--- src/rtl/display_7.sv ---
// Registered hex/BCD to 7-segment decoder, one clock of latency, {g,f,e,d,c,b,a} bit order.
// Define DISPLAY7_HEX_EN to show hex glyphs A-F; otherwise codes A-F show a single dash.
module display_7 #(
  parameter bit ACTIVE_LOW = 1'b1
) (
  input  logic       clk,
  input  logic       rst,
  input  logic [3:0] iData,
  input  logic       iBlank,
  output logic [6:0] oData
);

  localparam logic [6:0] SEG_OFF = ACTIVE_LOW ? 7'h7F : 7'h00;

  logic [6:0] glyphLow;
  logic [6:0] segNext;
  logic [6:0] segReg;

  // Table is kept in board (active-low) form; polarity is applied afterwards.
  always_comb begin
    glyphLow = 7'h7F;
    if (!iBlank) begin
      case (iData)
        4'h0: glyphLow = 7'h40;
        4'h1: glyphLow = 7'h79;
        4'h2: glyphLow = 7'h24;
        4'h3: glyphLow = 7'h30;
        4'h4: glyphLow = 7'h19;
        4'h5: glyphLow = 7'h12;
        4'h6: glyphLow = 7'h02;
        4'h7: glyphLow = 7'h78;
        4'h8: glyphLow = 7'h00;
        4'h9: glyphLow = 7'h10;
`ifdef DISPLAY7_HEX_EN
        4'hA: glyphLow = 7'h08;
        4'hB: glyphLow = 7'h03;
        4'hC: glyphLow = 7'h46;
        4'hD: glyphLow = 7'h21;
        4'hE: glyphLow = 7'h06;
        4'hF: glyphLow = 7'h0E;
`else
        4'hA, 4'hB, 4'hC, 4'hD, 4'hE, 4'hF: glyphLow = 7'h3F;
`endif
        // Unknown codes blank the digit rather than passing X to the pins.
        default: glyphLow = 7'h7F;
      endcase
    end
  end

  genvar gi;
  generate
    for (gi = 0; gi < 7; gi++) begin : gPolarity
      assign segNext[gi] = ACTIVE_LOW ? glyphLow[gi] : ~glyphLow[gi];
    end
  endgenerate

  always_ff @(posedge clk or posedge rst) begin
    if (rst) begin
      segReg <= SEG_OFF;
    end else begin
      segReg <= segNext;
    end
  end

  assign oData = segReg;

endmodule

--- config.mk ---
export PLATFORM = sky130hd
export DESIGN_NAME = display_7
export DESIGN_NICKNAME = d
export VERILOG_FILES = /design/src/rtl/display_7.sv
export SDC_FILE = /design/constraint.sdc
export NUM_CORES = 1
export LEC_CHECK = 0
export ABC_AREA = 1
export BUFFER_PORTS_ARGS = -buffer_cell sky130_fd_sc_hd__buf_4
export CAP_MARGIN = 15
export CORE_AREA = 2 2 39 41
export CTS_BUF_LIST = sky130_fd_sc_hd__clkbuf_8 sky130_fd_sc_hd__clkbuf_16
export DETAILED_ROUTE_END_ITERATION = 16
export DIE_AREA = 0 0 41 43
export SETUP_SLACK_MARGIN = 0.4
export SLEW_MARGIN = 25
export SYNTH_ARGS = -nofsm -noshare
export SYNTH_HDL_FRONTEND = slang
export SYNTH_SLANG_ARGS = --single-unit
--- constraint.sdc ---
create_clock -name clk -period 0.8 [get_ports clk]
set_input_delay 0.12 -clock clk [delete_from_list [all_inputs] [get_ports clk]]
set_output_delay 0.12 -clock clk [all_outputs]
set_load 0.005 [all_outputs]
# After elaboration in Yosys (flattened, before gate mapping)
# Memory sizes are Yosys's and may differ from the RTL's.
# Index checks and enable logic that the tools add are counted.
dict set report totals {
  register_bits 7
  romBits 112
  word_cells 3
  inputBits 7
  memories 1
  out_inout_bits 7
}
dict set report op_classes {
  mux 1
}
# memory words width read_ports rd_clocked_by_memory_dff wr line
set memory_table {}
lappend memory_table {{(no name shown)} 16 7 1 0 0 23} ;# case (iData)
# operator count
set op_table {}
lappend op_table {{2-to-1 mux 7 bit} 1}

# Longest topological paths before layout
# Gate-level depths: netlist of the first run.
# An unclocked memory read counts as a cell.
dict set report logic_depth {
  depth_word 2
  mapped_depth 6
}

# Worst setup path after synthesis of the first run
# OpenSTA, ideal clock, no wires.
dict set report synth_path {
  kind {input to register}
  startpoint {input port iData[0]}
  endpoint {register segReg[3] (netlist: oData[3])}
  stages 5
  t_required_ps 740
  t_arrival_ps 661
  slack_ps 79
  path_cell_list {inv_1 ha_1 nand2_1 nand3_1 nand2_1}
}
dict set report synth_via {
  elab_chain_len 2
}
# element line
set synth_lines {}
lappend synth_lines {{from (decl)} 8} ;# input logic [3:0] iData,
lappend synth_lines {{memory (16 x 7 bit)} -}
lappend synth_lines {{2-to-1 mux 7 bit} 22} ;# if (!iBlank) begin
lappend synth_lines {{via glyphLow[3]} 15} ;# logic [6:0] glyphLow;
lappend synth_lines {{to (signal assigned)} 61} ;# segReg <= segNext;
lappend synth_lines {{to (decl)} 17} ;# logic [6:0] segReg;
# The timed path passes the listed nets, and every way through them passes these cells.

# Worst setup path in the final report of the first run
dict set report layout_path {
  startpoint {register segReg[2] (netlist: oData[2])}
  endpoint {output port oData[2]}
}
# element line
set layout_rtl {}
lappend layout_rtl {{to (decl)} 10} ;# output logic [6:0] oData
# No word-level cell between the ends.

==> metrics.txt, run 1 <==
status=finished, violations left; failing checks=setup timing; CTS Sinks=7; endpoints failing hold=0; switching share of power=0.230; Int Power=0.000872 W; vias in the first global route=316; Post-Route WL=736 um; Post-Layout Cell Count=80; RePlAce Congestion=0.746; initial DRC count=1; CP startpoint kind=flop; Ports=14; Slowest-stage cell, CP=dfstp_2; Inst Count DP=76; # nets final=77; synthesized instance count=45; slack of the critical path=-0.141 ns; crit-path leading delay family=flip-flops; initial antenna violation count=0; Worst setup EP type=primary output; highest clock rate=1060 MHz; Arr. time, crit path=0.82 ns; Clock Root Buffer=clkbuf_8; grt ovf=0; post-synthesis cell area=384 um^2; Critical Path Fanout Max=1; Final Max Tran Viols=0; setup violators final=7; clock power share=0.400; cells along the critical path=buf_6; final clock period utilization by the worst path=1.18; via count=336; Leak=0.333 nW; worst-margin pin slew=0.237 ns; Max Cap Viol=0; syn avg cell area=8.54 um^2; kind of critical path=flop to primary output; Area Overhead vs Synth=102%; ANT cells=0; H-Tree Depth=1; GR Util All Layers=0.108; FP Rows=14; Residual DRC=0; cell taking the most area after synthesis=dfstp_2; register bit total from synthesis=7; top post-synthesis cells by area=dfstp_2 (48%), ha_1 (16%), nand2_1 (14%); Psw=0.000260 W; CP Data Required Time=0.68 ns; CTS clk-pin slew, worst paths=0.04 ns; setup repair bufs after CTS=0; post-DR vias/cell=4.20; Pwr Density=1460 mW/mm^2; Slew HR=0.842; Slowest Stage Delay on Critical Path=0.52 ns; synth unique cells=10; clock buffer count from CTS=3; Die Wd=41 um; Initial Util=0.278; post-synth net total=57; Reg power frac=0.361; Worst VDD drop=0.473 mV; post-DP HPWL=597 um; layout cells sized above 1=0.766; post-DR wirelength/cell=9.20 um; first-pass GRT wire length=1.30 mm; post-route minimum period=0.941 ns; Clock Path Buffers=2; Die H=43 um; synth warn=0; Gate power share=0.239; first drt pass iteration count=3; TNS Setup=-0.953 ns; CP bufs+invs=1; sequential share of the synthesized area=0.479; Post-DRT Antenna Nets=0; RSZ-0062 raised after global routing=yes; max reg flops=7; top cell type's share of synthesized area=0.479; placeable core area=0.00138 mm^2; Die ar.=0.00176 mm^2; Hold Crit Class=input pin to async pin; Port Buf Inserts=13; largest net degree at the start of global routing=8; CTS tree=built
## cell usage in the layout, fill, tap and decap left out, drive strengths merged
cell type,netlist,final
clkinvlp,0,1
nand3,5,5
nor2,4,4
ha,5,5
buf,0,15
o21bai,1,1
a21oi,1,1
clkbuf,0,3
dfstp,7,7
nand2,14,14
inv,8,8
## power by group through the flow
stage                     clock network, W  logic [W]  registers (W)
after CTS                         0.000463   0.000270       0.000410
after global placement                   0   0.000205       0.000407
final                             0.000453   0.000270       0.000409
after floorplan                          0  0.0000954       0.000411
after global routing              0.000484   0.000300       0.000412
after detailed placement                 0   0.000205       0.000408
## area by class of cell
type                       instances  area [um^2]
clock buffer                       3         41.3
clock inverter                     1         3.75
fill                             121          609
inverter                           8         58.8
multi-input combinational         30          292
sequential                         7          184
tap                               16         20.0
timing repair buffer              15          175
## cells in the mapped netlist
| cell | n |
|---|---|
| a21oi_1 | 1 |
| inv_1 | 7 |
| dfstp_2 | 7 |
| inv_2 | 1 |
| nand3_1 | 5 |
| o21bai_1 | 1 |
| nor2_2 | 1 |
| nand2_1 | 14 |
| ha_1 | 5 |
| nor2_1 | 3 |
## stage by stage
step           total power, W  hold WS (ns)  cell area, um^2  setup WS, ns   util
2_1_floorplan        0.000507         0.141              475         0.179      -
3_3_place_gp         0.000612         0.293              608       -0.0147  0.439
3_5_place_dp         0.000614         0.302              608       -0.0253  0.439
4_1_cts               0.00114        0.0730              774        -0.150  0.560
5_1_grt               0.00120         0.100              774        -0.164  0.560
6_report              0.00113        0.0565              774        -0.141  0.560
## metal layers
metal	global-route usage	vias to the layer above	wire, um
li1	-	173	-
met1	0.121	148	262
met2	0.178	13	398
met3	0.0209	2	63
met4	0.0600	0	12
met5	0	-	0
## worst paths after layout
| kind | startpoint | endpoint | slack (ns) | cells after the start |
|---|---|---|---|---|
| max | oData[2]$_DFF_PP1_ | oData[2] | -0.14 | 1 |
| min | rst | oData[5]$_DFF_PP1_ | 0.06 | 2 |
| max in group asynchronous | rst | oData[1]$_DFF_PP1_ | 0.72 | 2 |
| min in group clk | iData[3] | oData[4]$_DFF_PP1_ | 0.12 | 3 |
## what timing repair did
action,4_1_cts,5_1_grt
resized for setup,28,1
gates cloned,0,0
pin swaps,8,6
setup endpoints to repair,14,14
hold buffers,0,0
## logic make-up after synthesis
logic type      share of synthesized area
buf+inv                            0.0782
simple gates                        0.248
compound gates                     0.0326
fa+ha+maj                           0.163
flops                               0.479
(Power assumes the default switching activity.)
==> run 2: changes to the inputs <==
clock period = 0.9 ns   (was 0.8 ns; I/O delays follow)
==> metrics.txt, run 2 (synthesis gave the netlist of run 1 again) <==
crit path to=oData[5]; crit-path leading delay family=flip-flops; max reg flops=7 (unchanged); Post-DRT Antenna Nets=0 (unchanged); Final Max Tran Viols=0 (unchanged); Residual DRC=0 (unchanged); Worst setup EP type=primary output; first drt pass iteration count=4 (+1); grt ovf=0 (unchanged); CTS clk-pin slew, worst paths=0.04 ns (about the same); ANT cells=0 (unchanged); Fill cells=129 (+6.6%); Final Core Density=0.543 (-0.0163); overall power=0.00102 W (-9.9%); Hold Crit Class=input pin to async pin; slack of the critical path=-0.0596 ns (+0.0810 ns); setup violators final=7 (unchanged); initial antenna violation count=0 (unchanged); Area Overhead vs Synth=95.8%; Ports=14 (unchanged); Post-Layout Cell Count=78 (-2.5%); Die H=43 um (unchanged); kind of critical path=flop to primary output; placeable core area=0.00138 mm^2 (unchanged); post-DP HPWL=548 um (-8.2%); H-Tree Depth=1 (unchanged); Slowest Stage Delay on Critical Path=0.52 ns (about the same); routed wl met2=363 um (-8.8%); CTS tree=built; setup repair bufs after CTS=0 (unchanged); RSZ-0062 raised after global routing=yes; vias in the first global route=270 (-15%); CTS Sinks=7 (unchanged); met3 wire len=73 um (+16%); Port Buf Inserts=13 (unchanged); status=finished, violations left; highest clock rate=1040 MHz; first-pass GRT wire length=1.15 mm (-12%); Inst Count DP=74 (-2.6%); Initial Util=0.278 (unchanged); CP bufs+invs=1 (unchanged); total stage count of the critical path=1 (unchanged); RePlAce Congestion=0.702 (-6.0%); worst-margin pin slew=0.233 ns (-0.00409 ns); Post-Route WL=716 um (-2.7%); CP startpoint kind=flop; Worst VDD drop=0.408 mV (-14%); Top Metal Used=met4; WL met1=242 um (-7.6%); Max Cap Viol=0 (unchanged); post-DR wirelength/cell=9.18 um (-0.22%); Die Wd=41 um (unchanged); failing checks=setup timing; Clock Root Buffer=clkbuf_8; post-route minimum period=0.960 ns; endpoints failing hold=0 (unchanged); largest net degree at the start of global routing=8 (unchanged); Arr. time, crit path=0.82 ns (about the same); clock buffer count from CTS=3 (unchanged); final clock period utilization by the worst path=1.07; # nets final=75 (-2.6%); cells along the critical path=buf_6; initial DRC count=6 (+5); FP Rows=14 (unchanged); most common cell after layout, fill and taps aside=nand2_1; layout cells sized above 1=0.758 (-0.00756); Leak=0.326 nW (-1.9%); Die ar.=0.00176 mm^2 (unchanged); Slew HR=0.845 (+0.00273); Pwr Density=1360 mW/mm^2 (-7.2%); via count=329 (-2.1%); commonest cells after routing, fill and taps aside=nand2_1 (9), buf_6 (8), dfstp_2 (7), inv_2 (4), ha_4 (4); CP Launch Point=oData[5]$_DFF_PP1_; CP Data Required Time=0.76 ns (+0.08 ns); GR Util All Layers=0.105 (-0.00292); Slowest-stage cell, CP=dfstp_2; post-DR vias/cell=4.22 (+0.43%); Clock Path Buffers=2 (unchanged); Critical Path Fanout Max=1 (unchanged)
-- run 2: power by group --
part / internal, W / leakage, nW / total, W / switching, W
sequential: 0.000354 / 0.0738 / 0.000363 / 0.00000860
clock: 0.000294 / 0.0269 / 0.000422 / 0.000128
combinational: 0.000125 / 0.226 / 0.000235 / 0.000110
total: 0.000773 / 0.326 / 0.00102 / 0.000247
-- run 2: worst min-delay path by stage --
stage          start  slack (ns)                 end
6_report         rst        0.06  oData[4]$_DFF_PP1_
4_1_cts          rst        0.07  oData[4]$_DFF_PP1_
2_1_floorplan    rst        0.16  oData[0]$_DFF_PP1_
3_5_place_dp     rst        0.31  oData[6]$_DFF_PP1_
3_3_place_gp     rst        0.30  oData[5]$_DFF_PP1_
5_1_grt          rst        0.11  oData[1]$_DFF_PP1_
-- run 2: per-stage QoR --
stage / instance area (um^2) / hold slack, ns / setup slack (ns) / setup TNS, ns
after floorplan: 475 / 0.156 / 0.264 / 0
after CTS: 726 / 0.0704 / -0.0680 / -0.462
final: 752 / 0.0584 / -0.0596 / -0.405
after detailed placement: 593 / 0.311 / 0.0530 / 0
after global routing: 752 / 0.106 / -0.0823 / -0.541
after global placement: 593 / 0.302 / 0.0554 / 0
-- run 2: metal layers --
metal / up-vias / track usage
met1: 142 / 0.112
li1: 168 / -
met5: - / 0
met4: 0 / 0.140
met3: 4 / 0.0209
met2: 15 / 0.141
-- run 2: final cells by class --
type / count / area (um^2) / share of cell area
clock inverters: 1 / 3.75 / 0.00499
well taps: 16 / 20.0 / 0.0266
inverters: 8 / 58.8 / 0.0782
multi-input cells: 30 / 284 / 0.378
flip-flops and latches: 7 / 184 / 0.245
clock buffers: 3 / 41.3 / 0.0549
repair buffers: 13 / 160 / 0.213
-- run 2: timing repair --
action                                  in CTS  in global routing
hold buffers                                 0                  0
pin swaps                                    4                  8
gates resized for setup                     20                  9
cloned                                       0                  0
endpoints found under the setup margin      14                 14
hold endpoints to repair                     0                  0
==> run 3: changes to the inputs <==
ABC_AREA = not set   (was 1)
==> metrics.txt, run 3 <==
status=finished, violations left; failing checks=setup timing; xor/xnor cell area share of the yosys netlist=0 (unchanged); CP Data Required Time=0.76 ns (about the same); commonest cells after routing, fill and taps aside=buf_6 (12), dfstp_2 (7), buf_4 (5), ha_4 (4); number of synthesized flops with an enable pin=0 (unchanged); Area Overhead vs Synth=86.9%; Slowest-stage cell, CP=dfstp_2; Fill cells=118 (-8.5%); sequential share of the synthesized area=0.438 (-0.0413); crit path to=oData[0]; top cells by count, synth=dfstp_2 (7), ha_1 (5), nor2_1 (5); ANT cells=0 (unchanged); synthesized instance count=43 (-4.4%); vias in the first global route=320 (+19%); post-route minimum period=0.958 ns (-0.00173 ns); Ports=14 (unchanged); Final Max Tran Viols=0 (unchanged); kind of critical path=flop to primary output; slack of the critical path=-0.0579 ns (+0.00173 ns); max reg flops=7 (unchanged); mux share of post-synthesis cell area=0 (unchanged); Die ar.=0.00176 mm^2 (unchanged); first drt pass iteration count=4 (unchanged); Hold Crit Class=input pin to async pin; crit-path leading delay family=flip-flops; post-synth net total=55 (-3.5%); layout cells sized above 1=0.625 (-0.133); Synth Area in Adders=0.149 (-0.0141); Max Cap Viol=0 (unchanged); Clock Path Buffers=2 (unchanged); RePlAce Congestion=0.699 (-0.37%); clock buffer count from CTS=3 (unchanged); Worst setup EP type=primary output; top cell type's share of synthesized area=0.438 (-0.0413); simple-gate share of the synthesized area=0.173 (-0.0749); Clock Root Buffer=clkbuf_8; most common cell after layout, fill and taps aside=buf_6; post-synthesis compound-gate area fraction=0.182 (+0.149); Die H=43 um (unchanged); cell taking the most area after synthesis=dfstp_2; highest clock rate=1040 MHz (+0.18%); worst-margin pin slew=0.258 ns (+0.0257 ns); H-Tree Depth=1 (unchanged); initial antenna violation count=0 (unchanged); cells along the critical path=buf_6; Worst VDD drop=0.479 mV (+17%); Leak=0.325 nW (-0.54%); top-count cell post-synth=dfstp_2; Port Buf Inserts=13 (unchanged); Die Wd=41 um (unchanged); post-synthesis cell area=420 um^2 (+9.4%); CP bufs+invs=1 (unchanged); main combinational cell family by area after synthesis=compound AO/OA/AOI/OAI gates; Slew HR=0.825 (-0.0194); CTS Sinks=7 (unchanged); total stage count of the critical path=1 (unchanged); Initial Util=0.304 (+0.0262); grt ovf=0 (unchanged); post-DR vias/cell=4.31 (+2.2%); dominant synthesized flop cell=dfstp_2; CTS tree=built; final clock period utilization by the worst path=1.06 (-0.00193); register bit total from synthesis=7 (unchanged); Slowest Stage Delay on Critical Path=0.52 ns (about the same); RSZ-0062 raised after global routing=yes; largest net degree at the start of global routing=13 (+5); Residual DRC=0 (unchanged); FP Rows=14 (unchanged); hold_buf cts=0 (unchanged); setup violators final=7 (unchanged); syn avg cell area=9.78 um^2 (+15%); Arr. time, crit path=0.82 ns (about the same); GR Util All Layers=0.112 (+0.00696); Pwr Density=1300 mW/mm^2 (-3.9%); # nets final=77 (+2.7%); CP Launch Point=oData[0]$_DFF_PP1_; first-pass GRT wire length=1.26 mm (+10%); post-DR wirelength/cell=8.98 um (-2.2%); Final Core Density=0.568 (+0.0244); top post-synthesis cells by area=dfstp_2 (44%), ha_1 (15%), nand2b_1 (4.5%); pre-CTS setup slack=-0.130 ns (-0.183 ns); CTS clk-pin slew, worst paths=0.04 ns (about the same); async set-reset flop share out of synthesis=1.00 (unchanged); CP startpoint kind=flop; endpoints failing hold=0 (unchanged); initial DRC count=3 (-3); Critical Path Fanout Max=1 (unchanged); synth unique cells=18 (+8); post-DP HPWL=583 um (+6.3%); Post-DRT Antenna Nets=0 (unchanged); via count=345 (+4.9%); synth warn=0 (unchanged); placeable core area=0.00138 mm^2 (unchanged); Post-Route WL=718 um (+0.28%)
## run 3: logic make-up (layout without fill, tap and decap cells)
| kind of cell | Yosys count | in the layout |
|---|---|---|
| flops | 7 | 7 |
| fa+ha+maj | 5 | 5 |
| compound gates | 12 | 12 |
| buf+inv | 6 | 27 |
| simple gates | 13 | 13 |
## run 3: area by class of cell
class,count,area [um^2],share of cell area
Clock buffer,3,41.3,0.0525
Clock inverter,1,3.75,0.00478
Inverter,4,40.0,0.0510
Multi-Input combinational cell,30,284,0.361
Sequential cell,7,184,0.234
Tap cell,16,20.0,0.0255
Timing Repair Buffer,19,213,0.271
## run 3: how the worst min path moves through the flow
stage / end / depth (start not counted)
detailed placement: oData[1]$_DFF_PP1_ / 2
finish: oData[3]$_DFF_PP1_ / 2
floorplan: oData[0]$_DFF_PP1_ / 1
global placement: oData[1]$_DFF_PP1_ / 2
CTS: oData[3]$_DFF_PP1_ / 2
global route: oData[2]$_DFF_PP1_ / 2
## run 3: report_power, final
group / total [W] / switching (W) / internal [W]
combinational: 0.000246 / 0.000102 / 0.000144
clock: 0.000414 / 0.000121 / 0.000293
sequential: 0.000363 / 0.00000893 / 0.000354
total: 0.00102 / 0.000232 / 0.000792
## run 3: routing by layer
metal	part of all wire	wire, um	GRT usage	vias up
met2	0.52	376	0.166	12
met1	0.38	276	0.121	146
li1	-	-	-	185
met3	0.074	53	0.0157	2
met5	0	0	0	-
met4	0.017	12	0.120	0
## run 3: stage by stage
stage	hold WS, ns	cell area, um^2	power (W)	setup TNS (ns)	cells
2_1_floorplan	0.156	495	0.000455	0	43
3_3_place_gp	0.305	628	0.000550	-0.448	75
3_5_place_dp	0.309	628	0.000551	-0.460	75
4_1_cts	0.0728	769	0.00103	-0.450	80
5_1_grt	0.101	786	0.00109	-0.540	80
6_report	0.0581	786	0.00102	-0.385	80
## run 3: what timing repair did
action                                 4_1_cts  5_1_grt
endpoints found under the hold margin        0        0
buffers inserted                             1        0
resized for setup                           21        5
setup endpoints to repair                   14       14
pin swaps                                   11        5
